**src/rtl/fb_scan_reader.sv**
```systemverilog
// fb_scan_reader: display fetch stage for a 3-bit framebuffer.
// Generates 640x480@60 raster timing from a 2:1 divided system clock.
// Each framebuffer pixel is shown as a 2x2 block. The block addresses
// the framebuffer read port, absorbs its one-clock read latency, and
// emits sync, blank and RGB aligned to the same pixel.
module fb_scan_reader #(
  parameter int ImageWidth  = 320,
  parameter int ImageHeight = 240,
  parameter int ColorBits   = 3,
  parameter int HVisible    = 640,
  parameter int HFront      = 16,
  parameter int HSync       = 96,
  parameter int HBack       = 48,
  parameter int VVisible    = 480,
  parameter int VFront      = 10,
  parameter int VSync       = 2,
  parameter int VBack       = 33
) (
  input  logic                 clk,
  input  logic                 reset,
  input  logic [ColorBits-1:0] readValueMemory,
  output logic [8:0]           XRead,
  output logic [7:0]           YRead,
  output logic                 hsync,
  output logic                 vsync,
  output logic                 blank,
  output logic [7:0]           red,
  output logic [7:0]           green,
  output logic [7:0]           blue,
  output logic                 clkVGA,
  output logic                 frameStart
);

  // Raster boundaries, sized to the counters so every compare is 10-bit.
  localparam logic [9:0] H_VIS        = 10'(HVisible);
  localparam logic [9:0] H_SYNC_START = 10'(HVisible + HFront);
  localparam logic [9:0] H_SYNC_END   = 10'(HVisible + HFront + HSync);
  localparam logic [9:0] H_LAST       = 10'(HVisible + HFront + HSync + HBack - 1);
  localparam logic [9:0] V_VIS        = 10'(VVisible);
  localparam logic [9:0] V_SYNC_START = 10'(VVisible + VFront);
  localparam logic [9:0] V_SYNC_END   = 10'(VVisible + VFront + VSync);
  localparam logic [9:0] V_LAST       = 10'(VVisible + VFront + VSync + VBack - 1);
  localparam logic [9:0] X_LIM        = 10'(ImageWidth);
  localparam logic [9:0] Y_LIM        = 10'(ImageHeight);

  logic       tick;
  logic [9:0] h_count;
  logic [9:0] v_count;
  logic       visible;
  logic       h_wrap;
  logic       v_wrap;

  // Visible-region decode and framebuffer address, held for both clocks of a pixel.
  always_comb begin
    // NOTE: every output of this block is given a default first, so no path
    // can leave it unassigned and no latch is inferred.
    XRead   = '0;
    YRead   = '0;
    visible = (h_count < H_VIS) && (v_count < V_VIS);
    h_wrap  = (h_count == H_LAST);
    v_wrap  = (v_count == V_LAST);
    // The extra bound keeps the address inside the image even if the
    // timing and image parameters were ever set inconsistently.
    if (visible && ({1'b0, h_count[9:1]} < X_LIM) && ({1'b0, v_count[9:1]} < Y_LIM)) begin
      XRead = h_count[9:1];
      YRead = v_count[8:1];
    end
  end

  // Pixel-rate divider, raster counters and start-of-frame pulse.
  always_ff @(posedge clk) begin
    // NOTE: sequential state uses non-blocking assignments so every register
    // samples pre-edge values, e.g. frameStart sees the pre-wrap counters.
    if (!reset) begin
      tick       <= 1'b0;
      clkVGA     <= 1'b0;
      h_count    <= '0;
      v_count    <= '0;
      frameStart <= 1'b0;
    end else begin
      tick       <= ~tick;
      clkVGA     <= ~tick;
      frameStart <= tick && h_wrap && v_wrap;
      if (tick) begin
        if (h_wrap) begin
          h_count <= '0;
          v_count <= v_wrap ? 10'd0 : v_count + 10'd1;
        end else begin
          h_count <= h_count + 10'd1;
        end
      end
    end
  end

  // Output stage: one pixel behind the counters, matching the read latency.
  always_ff @(posedge clk) begin
    if (!reset) begin
      hsync <= 1'b1;
      vsync <= 1'b1;
      blank <= 1'b0;
      red   <= '0;
      green <= '0;
      blue  <= '0;
    end else if (tick) begin
      hsync <= !((h_count >= H_SYNC_START) && (h_count < H_SYNC_END));
      vsync <= !((v_count >= V_SYNC_START) && (v_count < V_SYNC_END));
      blank <= visible;
      red   <= visible ? {8{readValueMemory[2]}} : 8'h00;
      green <= visible ? {8{readValueMemory[1]}} : 8'h00;
      blue  <= visible ? {8{readValueMemory[0]}} : 8'h00;
    end
  end

endmodule

```
**config.mk**
```make
export PLATFORM = sky130hd
export DESIGN_NAME = fb_scan_reader
export DESIGN_NICKNAME = d
export VERILOG_FILES = /design/src/rtl/fb_scan_reader.sv
export SDC_FILE = /design/constraint.sdc
export NUM_CORES = 1
export LEC_CHECK = 0
export ABC_CLOCK_PERIOD_IN_PS = 4400
export CORE_MARGIN = 1.5
export CORE_UTILIZATION = 49
export DETAILED_ROUTE_END_ITERATION = 8
export GPL_TIMING_DRIVEN = 0
export PLACE_DENSITY = 0.94
export SLEW_MARGIN = 20
export SYNTH_ARGS = -nofsm -noshare
export SYNTH_HDL_FRONTEND = slang
export SYNTH_SLANG_ARGS = --single-unit
```
**constraint.sdc**
```tcl
create_clock -name clk -period 4.4 [get_ports clk]
set_input_delay 0.88 -clock clk [delete_from_list [all_inputs] [get_ports clk]]
set_output_delay 0.88 -clock clk [all_outputs]
set_load 0.02 [all_outputs]
```
## Word level (Yosys, flattened, before mapping)

Cells that the tools add are included.

- Flip-flop bits (word level): 49
- Logic and storage cells: 40
- Bits of input ports: 5

- Equality and inequality tests: 2
- $add $sub $neg: 2
- Mux-type cells: 7
- Magnitude comparators: 8
- Bitwise gates (word level): 1
- Reduce and logical (&&, ||, !) cells: 10

Operators by type and width:

| operator | number |
|---|---|
| 8-bit two-way mux | 4 |
| 10-bit by 1-bit adder with 10-bit output (second input constant) | 2 |
| 10-bit == test (second input constant) | 2 |
| 10-bit less-than comparator (second input constant) | 2 |
| 10-bit by 9-bit less-than comparator with 1-bit output (second input constant) | 2 |
| 10-bit two-way mux | 2 |
| 10-bit >= comparator (second input constant) | 1 |
| 10-bit by 9-bit >= comparator with 1-bit output (second input constant) | 1 |
| 9-bit by 8-bit less-than comparator with 1-bit output (second input constant) | 1 |
| 9-bit less-than comparator (second input constant) | 1 |
| 9-bit two-way mux | 1 |
| 1-bit logical AND | 7 |
| 1-bit zero test | 2 |
| 2-bit AND reduction | 1 |
| 1-bit inverter | 1 |

## Logic depth before layout (Yosys ltp)

- Depth after elaboration: 5
- Mapped depth: 6
- Gate-level depth less buffers: 6

## Worst setup path before layout

No wires, ideal clock.

- Path kind: reg-to-output
- Start point: register v_count[5]
- End point: output port XRead[3]
- Stages on the path, launching flop included: 6
- Path buffers: 2
- Slack: 1905 ps
- Data arrival time: 1615 ps
- Path through: dfxtp_1 -> clkbuf_1 -> and4_1 -> nor3_1 -> clkbuf_1 -> and2_1

- Cells in the longest elaborated chain, start to end: 5

Ends and longest elaborated chain:

| what | RTL line | RTL |
|---|---|---|
| start: declaration | 48 | `logic [9:0] v_count;` |
| start signal: assignment | 87 | `v_count <= v_wrap ? 10'd0 : v_count + 10'd1;` |
| 10-bit by 9-bit less-than comparator with 1-bit output | 59 | `visible = (h_count < H_VIS) && (v_count < V_VIS);` |
| 1-bit logical AND | 59 |  |
| 1-bit logical AND | 64 | `if (visible && ({1'b0, h_count[9:1]} < X_LIM) && ({1'b0, v_count[9:1]} < Y_LIM)) begin` |
| 1-bit logical AND * | 64 |  |
| 9-bit two-way mux * | 64 |  |
| end: declaration | 22 | `output logic [8:0] XRead,` |

Mark *: on every way between the ends. The rest lies on a longest branch, timed or not.

## Final worst setup path

- Start point: register v_count[5]
- End point: output port YRead[2]

- Cells in the longest elaborated chain, start to end: 5

Ends and longest elaborated chain:

| what | RTL line | RTL |
|---|---|---|
| 10-bit by 9-bit less-than comparator with 1-bit output | 59 |  |
| 1-bit logical AND | 59 |  |
| 1-bit logical AND | 64 |  |
| 1-bit logical AND * | 64 |  |
| 8-bit two-way mux * | 64 |  |
| end: declaration | 23 | `output logic [7:0] YRead,` |

Marked as above.

==> flow_metrics.env <==
export IMPL_outcome="complete, no violations"
export IMPL_core_area_sq_um=3080
export IMPL_grt_setup_unrepaired="no"
export IMPL_die_width_um=59.9
export IMPL_area_delta_synth_final_pct=38.3
export IMPL_ant_nets=0
export IMPL_cp_max_fo=10
export IMPL_fin_ws_ns=0.393
export IMPL_fin_skew_ns=0.00243
export IMPL_num_rows=20
export IMPL_drc=0
export IMPL_portBuffers=50
export IMPL_fmax_mhz=250
export IMPL_cts_resized=0
export IMPL_drv_slew=0
export IMPL_seq_area_frac_synth_pct=35.3
export IMPL_cts_buffer_depth=2
export IMPL_vias=1525
export IMPL_period_share_pct=91.1
export IMPL_finalHoldViolCount=0
export IMPL_relSlewSlack_pct=26.9
export IMPL_cts_hold_buffers=0
export IMPL_wire_per_inst_um=13.4
export IMPL_netlist_instances=187
export IMPL_dp_hpwl_mm=2.77
export IMPL_drive_gt1_share_pct=14.5
export IMPL_post_cts_buffers=0
export IMPL_powerDensity_nw_per_um2=235
export IMPL_setup_worst_path_start_class="flip-flop"
export IMPL_vdd_drop_max_mv=0.144
export IMPL_ios=51
export IMPL_tightest_slew_ns=1.09
export IMPL_antenna_found_initial=0
export IMPL_holdWs_ns=0.536
export IMPL_gp_congestion=0.838
export IMPL_antenna_cells=0
export IMPL_grt_max_degree=17
export IMPL_clock_root_buffer="clkbuf_4"
export IMPL_grt_usage_pct=23.0
export IMPL_synth_area_sq_um=1590
export IMPL_holdCritPathClass="reg -> reg"
export IMPL_final_nets=251
export IMPL_drt_total_wl_mm=3.81
export IMPL_cts_buffers=3
export IMPL_via_per_inst=5.35
export IMPL_cp_end_kind="output pin"
export IMPL_setup_viol=0
export IMPL_crit_type="reg -> out"
export IMPL_maxCapViolCount=0
export IMPL_finalSetupTns_ns=0
export IMPL_overflow=0
export IMPL_synth_warnings=0
export IMPL_fin_crit_ns=4.01
export IMPL_drt_iter0_markers=40
export IMPL_h_tree_depth=1
export IMPL_clk_latency_ns=0.33
export IMPL_tritoncts="done"
export IMPL_leakage_nw=0.804
export IMPL_cts_sinks=28
export IMPL_synth_seq_cells=28
export IMPL_synth_area_per_cell_sq_um=8.49
export IMPL_cp_arrival_ns=3.13
export IMPL_synth_distinct_cells=37
export IMPL_dp_slack_ns=0.846
export IMPL_nFillCells=245
export IMPL_grt_pass1_wl_mm=6.29
export IMPL_die_h_um=59.9
export IMPL_clk_pin_slew_ns=0.15
export IMPL_grt_pass1_vias=1364
export IMPL_die_area_sq_um=3590
export IMPL_required_ns=3.52
export IMPL_dr_pass1_iters=4
export IMPL_syn_nets=196
export IMPL_start_util_pct=51.6
-- layout make-up --
cell class	instances	area [sq um]	share of cell area, %
clock inverters	1	30.0	1.37
inverters	7	26.3	1.20
clock buffers	3	22.5	1.03
repair buffers	50	500	22.8
multi-input cells	126	817	37.2
well taps	44	55.1	2.51
flip-flops and latches	28	561	25.5
plain buffers	26	184	8.38
-- cells in the mapped netlist, drive strengths merged --
master  count  area, sq um
o41ai       2         17.5
and2       14         87.6
o21a        1         7.51
and4        1         8.76
nand2      11         41.3
nor4        6         37.5
nand4       5         31.3
nor2       17         63.8
o31ai       3         22.5
buf        23          173
o21ai       4         23.8
clkbuf      3         11.3
mux2i       2         20.0
inv         7         26.3
xor2        4         35.0
ha          4         50.1
nand2b      4         25.0
o22ai       1         6.26
or2         1         8.76
nand4b      3         32.5
nor4bb      2         20.0
or4b        2         20.0
xnor2       8         70.1
or3         2         17.5
o311ai      1         8.76
nand3       9         45.0
or4         4         37.5
a21oi      10         53.8
nor3        5         25.0
dfxtp      28          561
-- cell families (layout without fill, tap and decap cells) --
logic type | after synthesis | in the layout | synth area share [%]
AO/OA/AOI/OAI | 22 | 22 | 8.83
XOR/XNOR | 12 | 12 | 6.62
adder cells (fa/ha/maj) | 4 | 4 | 3.15
buffers and inverters | 33 | 87 | 13.2
flip-flops | 28 | 28 | 35.3
multiplexers | 2 | 2 | 1.26
AND/OR/NAND/NOR | 86 | 86 | 31.6
-- cell usage in the layout, fill, tap and decap left out, types with 2 or more instances in the layout --
cell / netlist / layout
a21oi_1: 9 / 9
and2_1: 14 / 14
buf_4: 21 / 21
clkbuf_1: 3 / 3
clkbuf_4: 0 / 3
clkdlybuf4s50_1: 0 / 50
dfxtp_1: 28 / 28
ha_1: 4 / 4
inv_1: 7 / 7
mux2i_1: 2 / 2
nand2_1: 11 / 11
nand2b_1: 4 / 4
nand3_1: 9 / 9
nand4_1: 5 / 5
nand4b_1: 2 / 2
nor2_1: 17 / 17
nor3_1: 5 / 5
nor4_1: 6 / 6
nor4bb_1: 2 / 2
o21ai_0: 3 / 3
o31ai_1: 3 / 3
o41ai_1: 2 / 2
or4_1: 2 / 2
or4_4: 2 / 2
or4b_2: 2 / 2
xnor2_1: 8 / 8
xor2_1: 4 / 4
-- metal layers --
| metal | global-route usage, % | share of wire, % | up-vias | routed length (um) |
|---|---|---|---|---|
| li1 | - | - | 735 | - |
| met1 | 30.8 | 45 | 700 | 1710 |
| met2 | 35.4 | 45 | 77 | 1700 |
| met3 | 3.68 | 7.2 | 13 | 275 |
| met4 | 11.7 | 3.2 | 0 | 121 |
| met5 | 0 | 0 | - | 0 |
-- worst paths after layout --
| kind | end | slack (ns) | cells past startpoint | startpoint |
|---|---|---|---|---|
| max | YRead[2] | 0.39 | 6 | v_count[5]$_SDFFE_PN0P_ |
| min | vsync$_SDFFE_PN1P_ | 0.54 | 2 | vsync$_SDFFE_PN1P_ |
| max reg2reg | v_count[6]$_SDFFE_PN0P_ | 2.25 | 6 | h_count[0]$_SDFFE_PN0P_ |
| min reg2reg | vsync$_SDFFE_PN1P_ | 0.54 | 2 | vsync$_SDFFE_PN1P_ |
-- worst max-delay path, stage by stage, from the launching register on --
cell and delay, ns:
dfxtp_1 0.33, clkbuf_1 0.18, and4_1 0.25, nor3_1 0.88
clkbuf_1 0.36, and2_1 0.19, clkdlybuf4s50_1 0.60
-- report_power, final --
part | switching (W) | leakage, nW | internal, W
combinational | 0.0000373 | 0.549 | 0.0000434
sequential | 0.00000682 | 0.227 | 0.000258
clock | 0.0000769 | 0.0279 | 0.0000922
total | 0.000121 | 0.804 | 0.000394
-- registers in the layout (all words and copies together) (netlist names) --
signal and count:
h_count 10, v_count 10, blank 1, blue 1, frameStart 1, green 1, hsync 1, red 1
tick 1, vsync 1
-- per-stage QoR --
stage / cell area [sq um] / power (W) / instances / utilization [%]
6_report: 2200 / 0.000515 / 285 / 71.3
5_1_grt: 2200 / 0.000533 / 285 / 71.3
4_1_cts: 2200 / 0.000516 / 285 / 71.3
3_5_place_dp: 2140 / 0.000352 / 281 / 69.6
3_3_place_gp: 2140 / 0.000349 / 281 / 69.6
2_1_floorplan: 1590 / 0.000316 / 187 / -
Note: power is estimated with default switching activity, not from simulation.
